<file path="src/rtl/rand_arbiter.sv">
// -----------------------------------------------------------------------------
// rand_arbiter
//   Round-robin arbiter that hands each granted requester a random number drawn
//   from an 8-bit XNOR LFSR. A draw shifts the LFSR STEPS times and then
//   delivers the top OUT_W bits together with the one-hot grant.
//
// Parameters
//   STEPS  LFSR shifts per draw (1..15)
//   OUT_W  width of randnum (1..8)
//
// Ports
//   clock      in   rising-edge clock for all state
//   reset      in   synchronous active-high reset
//   seed       in   16-bit seed, folded to 8 bits on reset / seed_load
//   seed_load  in   reseed strobe, honoured only while idle
//   req        in   level request per requester (bit i = requester i)
//   grant      out  one-hot owner of the current draw, 0 when idle
//   randnum    out  delivered random value, held between draws
//   valid      out  one-cycle pulse marking randnum/grant valid
//   busy       out  high while a draw is in progress
// -----------------------------------------------------------------------------
module rand_arbiter #(
  parameter int unsigned STEPS = 4,
  parameter int unsigned OUT_W = 3
) (
  input  logic             clock,
  input  logic             reset,
  input  logic [15:0]      seed,
  input  logic             seed_load,
  input  logic [3:0]       req,
  output logic [3:0]       grant,
  output logic [OUT_W-1:0] randnum,
  output logic             valid,
  output logic             busy
);

  typedef enum logic [1:0] {
    IDLE  = 2'd0,
    SHIFT = 2'd1,
    DONE  = 2'd2
  } state_t;

  state_t           state_q;
  logic [7:0]       lfsr_q;
  logic [3:0]       cnt_q;
  logic [1:0]       last_q;
  logic [1:0]       gidx_q;
  logic [3:0]       grant_q;
  logic [OUT_W-1:0] randnum_q;
  logic             valid_q;
  logic             busy_q;
  logic [1:0]       pick_d;

  // Fold the 16-bit seed to 8 bits; all-ones is the XNOR lockup state, so
  // it is replaced with 8'hFE.
  function automatic logic [7:0] seed_fold(input logic [15:0] s);
    logic [7:0] f;
    f = s[15:8] ^ s[7:0];
    if (f == 8'hFF) begin
      return 8'hFE;
    end else begin
      return f;
    end
  endfunction

  // One LFSR step: shift left, feed back XNOR of taps 7 and 3.
  function automatic logic [7:0] lfsr_step(input logic [7:0] v);
    return {v[6:0], ~(v[7] ^ v[3])};
  endfunction

  // First asserted requester searching upward from last+1 (wrapping).
  function automatic logic [1:0] rr_pick(input logic [3:0] r, input logic [1:0] last);
    logic [1:0] idx;
    logic [1:0] sel;
    logic       found;
    sel   = 2'd0;
    found = 1'b0;
    for (int k = 1; k <= 4; k++) begin
      idx = last + k[1:0];
      if (!found && r[idx]) begin
        sel   = idx;
        found = 1'b1;
      end
    end
    return sel;
  endfunction

  // Round-robin winner for the current request vector.
  always_comb begin
    pick_d = rr_pick(req, last_q);
  end

  // Draw FSM with all outputs registered.
  always_ff @(posedge clock) begin
    if (reset) begin
      state_q   <= IDLE;
      lfsr_q    <= seed_fold(seed);
      cnt_q     <= 4'd0;
      last_q    <= 2'd3;
      gidx_q    <= 2'd0;
      grant_q   <= 4'b0000;
      randnum_q <= {OUT_W{1'b0}};
      valid_q   <= 1'b0;
      busy_q    <= 1'b0;
    end else begin
      case (state_q)
        IDLE: begin
          valid_q <= 1'b0;
          if (seed_load) begin
            // Reseed takes priority; a pending req is simply seen next cycle.
            lfsr_q  <= seed_fold(seed);
            grant_q <= 4'b0000;
          end else if (req != 4'b0000) begin
            gidx_q  <= pick_d;
            grant_q <= 4'b0001 << pick_d;
            cnt_q   <= 4'(STEPS);
            busy_q  <= 1'b1;
            state_q <= SHIFT;
          end else begin
            grant_q <= 4'b0000;
          end
        end
        SHIFT: begin
          lfsr_q <= lfsr_step(lfsr_q);
          cnt_q  <= cnt_q - 4'd1;
          if (cnt_q == 4'd1) begin
            state_q <= DONE;
          end else begin
            state_q <= SHIFT;
          end
        end
        DONE: begin
          // grant is left in place so it is still valid alongside the pulse.
          randnum_q <= lfsr_q[7 -: OUT_W];
          valid_q   <= 1'b1;
          last_q    <= gidx_q;
          busy_q    <= 1'b0;
          state_q   <= IDLE;
        end
        default: begin
          state_q <= IDLE;
          grant_q <= 4'b0000;
          valid_q <= 1'b0;
          busy_q  <= 1'b0;
        end
      endcase
    end
  end

  assign grant   = grant_q;
  assign randnum = randnum_q;
  assign valid   = valid_q;
  assign busy    = busy_q;

endmodule

</file>
<file path="config.mk">
export PLATFORM = sky130hd
export DESIGN_NAME = rand_arbiter
export DESIGN_NICKNAME = d
export VERILOG_FILES = /design/src/rtl/rand_arbiter.sv
export SDC_FILE = /design/constraint.sdc
export NUM_CORES = 1
export LEC_CHECK = 0
export ABC_AREA = 1
export BUFFER_PORTS_ARGS = -buffer_cell sky130_fd_sc_hd__buf_2
export CAP_MARGIN = 20
export CORE_MARGIN = 2
export CORE_UTILIZATION = 61
export CTS_BUF_LIST = sky130_fd_sc_hd__clkbuf_8
export DETAILED_ROUTE_END_ITERATION = 8
export PLACE_DENSITY = 0.95
export SETUP_SLACK_MARGIN = 0.3
export SLEW_MARGIN = 40
export SYNTH_ARGS = -nofsm -noshare
export SYNTH_HDL_FRONTEND = slang
export SYNTH_SLANG_ARGS = --single-unit
</file>
<file path="constraint.sdc">
create_clock -name clock -period 4.4 [get_ports clock]
set_input_delay 0.22 -clock clock [delete_from_list [all_inputs] [get_ports clock]]
set_output_delay 0.22 -clock clock [all_outputs]
set_load 0.01 [all_outputs]
</file>
### Word level (Yosys, flattened, before mapping)

Index checks and enable logic that the tools add are counted.

| word-level totals | value |
|---|---|
| flip-flop bits (word level) | 27 |
| input port bits | 23 |
| output and inout bits | 9 |
| word-level logic and storage cells | 79 |

| cells by class | value |
|---|---|
| add/subtract/negate cells | 4 |
| magnitude comparators | 4 |
| equality and inequality tests | 7 |
| shift operators | 1 |
| muxes and demuxes | 33 |
| bitwise logic cells | 5 |
| reductions and logical operators | 16 |

Operator list:

| operator | number |
|---|---|
| $mux 8 | 3 |
| $mux 4 | 4 |
| $pmux 4 s2 | 2 |
| $pmux 8 s2 | 1 |
| $mux 2 | 7 |
| $lt 2x3->1 const B | 4 |
| $mux 1 | 9 |
| $reduce_and 3->1 | 3 |
| $bmux 1 s2 | 4 |
| $eq 8x8->1 const B | 1 |
| $xor 8x8->8 | 1 |
| $add 2x2->2 const B | 2 |
| $eq 4x1->1 const B | 1 |
| $ne 2x2->1 const B | 2 |
| $pmux 1 s2 | 2 |
| $pmux 2 s2 | 1 |
| $reduce_and 2->1 | 2 |
| $reduce_bool 4->1 | 1 |
| $shl 1x2->4 const A | 1 |
| $sub 4x1->4 const B | 1 |
| $logic_and 1x1->1 | 3 |
| $logic_not 1->1 | 3 |
| $ne 3x3->1 const B | 1 |
| $not 1->1 | 3 |
| other kinds (8) | 8 |

### Depth between registers and ports, before layout

Gate-level depths: netlist (run 1).

| depth | value |
|---|---|
| depth in word-level cells | 17 |
| gate-level depth with buffers | 13 |
| mapped depth without buffers | 13 |

### Least setup slack after synthesis (run 1)

Ideal clock, no wire load.

| timing path | value |
|---|---|
| path kind | flip-flop to flip-flop |
| from | reg state_q[0] |
| to | reg lfsr_q[0], enable pin |
| library setup time | 0.384 ns |
| arrival time | 1.330 ns |
| required time | 4.016 ns |
| path slack | 2.686 ns |
| stages on the path, launching flop included | 6 |
| path buffers | 0 |
| path through | dfxtp_1 inv_1 ha_1 inv_1 nor2_1 o21ai_0 |

| between the ends | value |
|---|---|
| longest elaborated chain between the ends | 3 |
| elaborated cells between the ends (all ways) | 5 |
| classes of those cells | 2 x eq/ne; 3 x reduce/logical |

Ends and longest elaborated chain:

| what | RTL line | RTL |
|---|---|---|
| start: declaration | 43 | `state_t state_q;` |
| start signal: assignment | 96 | `state_q <= IDLE;` |
| start signal: assignment | 118 | `state_q <= SHIFT;` |
| start signal: assignment | 127 | `state_q <= DONE;` |
| $eq 2x1->1 or $logic_not 2->1 (tied branches) | 106 | `case (state_q)` |
| $reduce_bool 3->1 (no line) or $ne 3x3->1 (tied branches) | - |  |
| $reduce_and 2->1 (no line) * | - |  |
| end signal: assignment | 97 | `lfsr_q <= seed_fold(seed);` |
| end signal: assignment | 111 | `lfsr_q <= seed_fold(seed);` |
| end signal: assignment | 124 | `lfsr_q <= lfsr_step(lfsr_q);` |
| end: declaration | 44 | `logic [7:0] lfsr_q;` |

Mark *: on every way between the ends. The rest lies on a longest branch, timed or not.
A chain may end at the register's enable or synchronous reset.

### Worst setup path in the final report (run 1)

| timing path | value |
|---|---|
| from | reg last_q[0] |
| to | reg grant_q[3] (netlist: grant[3]) |

| between the ends | value |
|---|---|
| longest elaborated chain between the ends | 17 |
| elaborated cells between the ends (all ways) | 28 |
| classes of those cells | 3 x add/sub; 1 x shift; 18 x mux; 6 x reduce/logical |

Ends and longest elaborated chain:

| what | RTL line | RTL |
|---|---|---|
| start: declaration | 46 | `logic [1:0] last_q;` |
| start signal: assignment | 136 | `last_q <= gidx_q;` |
| $add 2x1->2 | 79 | `idx = last + k[1:0];` |
| $bmux 1 s2 | 80 | `if (!found && r[idx]) begin` |
| $mux 1 (implied by the code) | 80 |  |
| $mux 1 | 80 |  |
| $logic_not 1->1 | 80 |  |
| $logic_and 1x1->1 | 80 |  |
| $mux 1 | 80 |  |
| $logic_not 1->1 | 80 |  |
| $logic_and 1x1->1 | 80 |  |
| $mux 1 | 80 |  |
| $logic_not 1->1 | 80 |  |
| $logic_and 1x1->1 | 80 |  |
| $mux 2 * | 80 |  |
| $shl 1x2->4 * | 115 | `grant_q <= 4'b0001 << pick_d;` |
| $mux 4 * | 113 | `end else if (req != 4'b0000) begin` |
| $mux 4 * | 109 | `if (seed_load) begin` |
| $pmux 4 s2 * | 106 |  |
| end signal: assignment | 115 |  |
| end: declaration | 48 | `logic [3:0] grant_q;` |

Mark *: on every way between the ends. The rest lies on a longest branch, timed or not. The select of a mux whose other input is x is not followed.

==> impl_results.md, run 1 <==
* Final GP Congestion at between 0.7 and 0.8
* CP peak stage delay at 0.54 ns
* Mapped Cells at 204
* Die Height at 54.5 um
* Main combinational cell family by area after synthesis: simple AND/OR/NAND/NOR gates
* Worst Skew at 0.00124 ns
* WP data arrival at 1.97 ns
* Max-cap violations at 0
* Worst Max-Slew Pin Slew at approximately 0.70 ns
* Routed Antenna Nets at 0
* Area of the multi-input gates at 807 um^2
* Clock Latency Late Sink at 0.27 ns
* Iter 0 DRT Violations at 49
* Top-count cell post-synth: nand2_1
* Total CTS buffers at 3
* I/O Buffers at 31
* CP endpoint kind: flip-flop
* Status: finished clean
* WS Path Type: flip-flop to flip-flop
* DRC violations left at 0
* Average wire per standard cell at 12.5 um
* Post-Syn Area at 0.00155 mm^2
* Max Freq at 568 MHz
* Overall Power at 0.583 mW
* Syn avg cell area at between 7 and 8 um^2
* P per Cell Area at between 300 and 400 mW/mm^2
* Post-Layout Inst Area at between 0.0015 and 0.002 mm^2
* # setup viols final at 0
* R2R setup slack at ~2.6 ns
* Synth Area in Compound Gates at 11.1%
* Post-Route WL at ~3300 um
* H-tree levels at 1
* Cts repair resizes at 0
* Yosys warning count at 0
* Final core utilization at 72.1%
* Unique masters post-synth at 27
* Tcrit/Tclk final at 40.0%
* CORE AREA at 0.00245 mm^2
* Die width at 54.5 um
* Mux contribution to synthesized area at between 2 and 3%
* Worst-path clk slew at 0.09 ns
* Worst r2r dst: grant[3]
* Sequential area share after synthesis at 40.0%
* Post-synth ARST share at 0%
* Post-synth top cells: nand2_1, inv_1, nor2_1
* Pre-CTS WS at 2.67 ns
* Max Root-Sink Buffers at 2
* Top cell type's share of synthesized area at 24.5%
* Worst hold path type: input port to flip-flop
* Pleak at 0.880 nW
* Nature of the critical path startpoint: flip-flop
* Die ar. at 0.00296 mm^2
* RSZ-0062 raised after global routing: false
* CP Max Fanout at 11
* Fin. Hold Viols at 0
* Slowest-stage cell, CP: dfxtp_1
* DRT Pass-1 Iters at 4
* Filler cell count at 190
* Area delta synth->final at 14.0%
* Aggregate global-route resource usage at 25.1%
* FF-to-FF path depth at 12
* CTS tree: built
* #FFs+latches synth at 27
* Post-DP HPWL at 2570 um
* Post-CTS Hold Buffers at 0
* Vias per cell at 5.34
* Hold depth at 2
* Vias at 1416
* Worst vdd ir at 0.000286 V
* Post-Synth Adder-Cell Area at 4.03%
* GRT Residual Overflow at 0
* Clock period minus worst slack at 1.76 ns
* Critical R2R Launch: last_q[0]
* Pin count of the biggest net entering global routing at 15
* Final worst setup slack at 2.64 ns
* Syn_nets at 232
* Ratio of cells with drive above 1 in the final layout at between 20 and 25%
* Initial antenna violation count at 0
* XOR/XNOR Fraction of Synth Area at 5.64%
* Storage cell area at a little over 600 um^2
* Slew headroom at 52.9%
* Nets@finish at roughly 260
* Crit path from: last_q[0]
* Area fraction in and, or, nand and nor cells after synthesis at roughly 28%
* Placed Area at 0.00173 mm^2
* First-pass GRT wire length at 5300 um
* Postcts setup bufs at 0
* Top cell type by total area after synthesis: dfxtp_1
* Final-report max-slew violation count at 0
* Setup TNS at 0 ns
* Root buffer cell: clkbuf_8
* Row count at 18
* Vias in the first global route at 1327
* Initial Utilization at 63.3%
* Dominant synthesized flop cell: dfxtp_1
* # IOs at 32
* Area contributors post-synth: dfxtp_1, edfxtp_1, nand2_1, inv_1, nor2_1
* Cell Chain, Critical Path: inv_2 -> nand2_1 -> nand2_1 -> nand2_2 -> nand2_4 -> nor2_4 -> nand4_1 -> nand2_2 -> nand2_1 -> nor2_1 -> nor2_1 -> nor2_1
* N_diodes at 0
* Data required time at the worst endpoint at 4.61 ns
* TritonCTS sink count at 27
* Post-synth EDFFs at 8
* CP Capture Point: grant[3]
==> cells in the final DEF (no fill, tap or decap), drive strengths merged <==
master and instances:
clkbuf 3, o21ai 14, o211ai 2, nand4 5, a21oi 14, and2 1
ha 5, or2 1, buf 31, nand2 51, nor2 25, inv 29
edfxtp 8, a31o 1, nand3 11, xor2 7, xnor2 3, mux2 4
o311ai 1, dfxtp 19
==> worst max-delay path: cells and delay by family, from the launching register on <==
kind | cells | cell delay (ns)
buffers and inverters | 1 | 0.17
flip-flops | 1 | 0.54
AND/OR/NAND/NOR | 11 | 1.00
==> power breakdown <==
part           internal (mW)  leakage [nW]  switching, mW
clock network         0.0626        0.0269         0.0737
logic                 0.0556         0.617         0.0852
registers              0.291         0.237         0.0159
==> logic make-up (layout without fill, tap and decap cells) <==
| group | Yosys count | after routing |
|---|---|---|
| adder cells (fa/ha/maj) | 5 | 5 |
| flip-flops | 27 | 27 |
| buffers and inverters | 32 | 63 |
| multiplexers | 4 | 4 |
| AO/OA/AOI/OAI | 32 | 32 |
| AND/OR/NAND/NOR | 94 | 94 |
| XOR/XNOR | 10 | 10 |
==> worst min-delay path by stage <==
stage	start	end	slack, ns
2_1_floorplan	gidx_q[0]	last_q[0]	0.44
4_1_cts	reset	busy	0.23
5_1_grt	reset	busy	0.24
3_3_place_gp	busy	busy	0.45
3_5_place_dp	busy	busy	0.45
6_report	reset	busy	0.23
==> registers in the layout, summed over array words and instances (netlist names) <==
name and cells:
busy 1, cnt_q 4, gidx_q 2, grant 4, last_q 2, lfsr_q 8
randnum 3, state_q 2, valid 1
==> metal layers <==
layer  GRT usage [%]  share of wire (%)
met5               0                  0
met4            5.42                1.3
met3            4.37                4.6
met2            48.2                 54
met1            28.7                 40
==> per-stage QoR <==
step / hold slack [ns] / instances
global placement: 0.448 / 261
finish: 0.231 / 265
global route: 0.238 / 265
detailed placement: 0.452 / 261
CTS: 0.226 / 265
floorplan: 0.440 / 204
==> layout make-up <==
cell class,instances,area share (%)
multi-input combinational,145,45.6
tap,30,2.12
timing repair buffer,31,8.76
clock inverter,1,0.212
sequential,27,35.1
inverter,28,5.94
clock buffer,3,2.33
Note: power is estimated with default switching activity, not from simulation.
==> inputs of run 2 (changes only) <==
Settings changed: CORE_UTILIZATION 61 to 56, PLACE_DENSITY 0.95 to 0.92.
Clock period 4.4 ns to 1.7 ns, I/O delays scaled along.
==> run 2 against run 1 <==
Compared with the run above: non-clock buffer count increased by 8; total power rose to 2.8 times the previous value; fmax up 12%; combinational power rose to 3.3 times the previous value; via count up 6.3%; clock power grew to 2.7 times the previous value; largest power group unchanged.
==> impl_results.md, run 2 (synthesis gave the netlist of run 1 again) <==
* RSZ-0062 raised after global routing: true
* Row count at 19 (+1)
* Initial Utilization at 57.8% (-5.5 points)
* Worst-path clk slew at 0.09 ns (about the same)
* CTS tree: built
* TritonCTS sink count at 27 (unchanged)
* Vias per cell at 5.49 (+2.8%)
* CORE AREA at 0.00269 mm^2 (+9.4%)
* Initial antenna violation count at 0 (unchanged)
* Most flop-heavy register: lfsr_q
* Fin. Hold Viols at 0 (unchanged)
* First-pass GRT wire length at 5560 um (+4.9%)
* Commonest non-fill, non-tap cells in the layout: nand2_1, buf_2, inv_1, nor2_1, dfxtp_1
* Final-report max-slew violation count at 0 (unchanged)
* CP Max Fanout at 4 (-7)
* Data required time at the worst endpoint at 1.87 ns (-2.74 ns)
* CP endpoint kind: flip-flop
* Pleak at 0.951 nW (+8.0%)
* Most common cell after layout, fill and taps aside: nand2_1
* Total CTS buffers at 3 (unchanged)
* Slowest-stage cell, CP: dfxtp_2
* Die width at 56.7 um (+4.0%)
* Final GP Congestion at 0.784 (+6.0%)
* Aggregate global-route resource usage at 22.4% (-2.7 points)
* Nature of the critical path startpoint: flip-flop
* Filler cell count at 194 (+2.1%)
* Final core utilization at 75.5% (+3.4 points)
* Worst hold path type: input port to flip-flop
* DRT Pass-1 Iters at 4 (unchanged)
* Vias at 1505 (+6.3%)
* Post-DP HPWL at 2350 um (-8.7%)
* Max Freq at 637 MHz (+12%)
* Iter 0 DRT Violations at 74 (+51%)
* Routed Antenna Nets at 0 (unchanged)
* Overall Power at 1.63 mW (+180%)
* Area delta synth->final at 30.7%
* Die ar. at 0.00321 mm^2 (+8.3%)
* H-tree levels at 1 (unchanged)
* Tcrit/Tclk final at 92.4% (+52 points)
* Max-cap violations at 0 (unchanged)
* Max Root-Sink Buffers at 2 (unchanged)
* Nets@finish at 272 (+3.0%)
* Root buffer cell: clkbuf_8
* Worst Max-Slew Pin Slew at 0.317 ns (-0.385 ns)
* Status: finished clean
* WP data arrival at 1.74 ns (-0.23 ns)
* Post-CTS Hold Buffers at 0 (unchanged)
* DRC violations left at 0 (unchanged)
* Worst vdd ir at 0.000919 V (+220%)
* Clock Latency Late Sink at 0.28 ns (about the same)
* Average wire per standard cell at 15.2 um (+21%)
* N_diodes at 0 (unchanged)
* Hold slack final at 0.106 ns (-0.125 ns)
* WS Path Type: flip-flop to flip-flop
* GRT Residual Overflow at 0 (unchanged)
* Setup TNS at 0 ns (unchanged)
* Ratio of cells with drive above 1 in the final layout at 35.8% (+13 points)
* Clock period minus worst slack at 1.57 ns (-0.190 ns)
* Die Height at 56.7 um (+4.0%)
* Pin count of the biggest net entering global routing at 16 (+1)
* Slew headroom at 78.9% (+26 points)
* Cell Chain, Critical Path: inv_1 -> ha_4 -> nor2_4 -> inv_1 -> nand2_2 -> inv_1 -> nand2_1 -> xor2_1 -> a21oi_1
* Worst Skew at 0.00290 ns (+0.00166 ns)
* Post-Route WL at 4160 um (+25%)
* CP peak stage delay at 0.36 ns (-0.18 ns)
* Vias in the first global route at 1354 (+2.0%)
* I/O Buffers at 31 (unchanged)
* # IOs at 32 (unchanged)
* Max reg flops at 8 (unchanged)
* Pre-CTS WS at 0.161 ns (-2.51 ns)
* P per Cell Area at 802 mW/mm^2 (+140%)
* Critical path's most frequent cell: inv_1
* # setup viols final at 0 (unchanged)
* Final worst setup slack at 0.129 ns (-2.51 ns)
-- run 2: cell types whose count changed in the layout (fill, tap and decap cells not counted), sizes merged --
| cell | before | now |
|---|---|---|
| inv | 29 | 28 |
| buf | 31 | 39 |
| clkinv | 0 | 1 |
-- run 2: routing by layer --
layer  GRT usage [%]  routed length [um]  vias to the layer above
li1                -                   -                      734
met3            6.45                 312                       15
met5               0                   0                        -
met1            26.5                1650                      684
met2            36.5                2070                       72
met4            11.9                 126                        0
-- run 2: layout make-up --
| cell class | count | area (um^2) | share of cell area (%) |
|---|---|---|---|
| inverters | 28 | 113 | 5.55 |
| well taps | 31 | 38.8 | 1.91 |
| repair buffers | 39 | 226 | 11.2 |
| multi-input cells | 145 | 975 | 48.0 |
| clock inverters | 1 | 5.00 | 0.247 |
| flip-flops and latches | 27 | 631 | 31.1 |
| clock buffers | 3 | 41.3 | 2.03 |
-- run 2: power breakdown --
part	switching [mW]	total (mW)	internal (mW)
Combinational	0.277	0.464	0.188
Sequential	0.0426	0.792	0.750
Clock	0.205	0.370	0.165
Total	0.524	1.63	1.10
-- run 2: worst max-delay path: cells and delay by family (launching register included) --
kind,cells,cell delay [ns]
flip-flops,1,0.36
AO/OA/AOI/OAI,1,0.09
AND/OR/NAND/NOR,3,0.34
XOR/XNOR,1,0.16
adder cells (fa/ha/maj),1,0.21
buffers and inverters,3,0.30
-- run 2: per-stage QoR --
stage	std cells	cell area [um^2]
global route	274	2030
floorplan	204	1570
detailed placement	265	1760
finish	274	2030
CTS	274	1910
global placement	265	1760
-- run 2: path summary, 6_finish.rpt --
check / from / to / slack, ns / depth (start not counted)
worst max-delay path: state_q[1] / cnt_q[2] / 0.13 / 9
worst min-delay path: reset / grant[3] / 0.11 / 2
worst max register to register: state_q[1] / cnt_q[2] / 0.13 / 9
worst min register to register: cnt_q[1] / cnt_q[1] / 0.48 / 2
-- run 2: what timing repair did --
action                                  in CTS  in global routing
hold endpoints to repair                     0                  0
gates resized for setup                     26                 24
gates cloned                                 1                  0
pin swaps                                   10                 12
setup buffers                                4                  0
endpoints found under the setup margin      22                 23
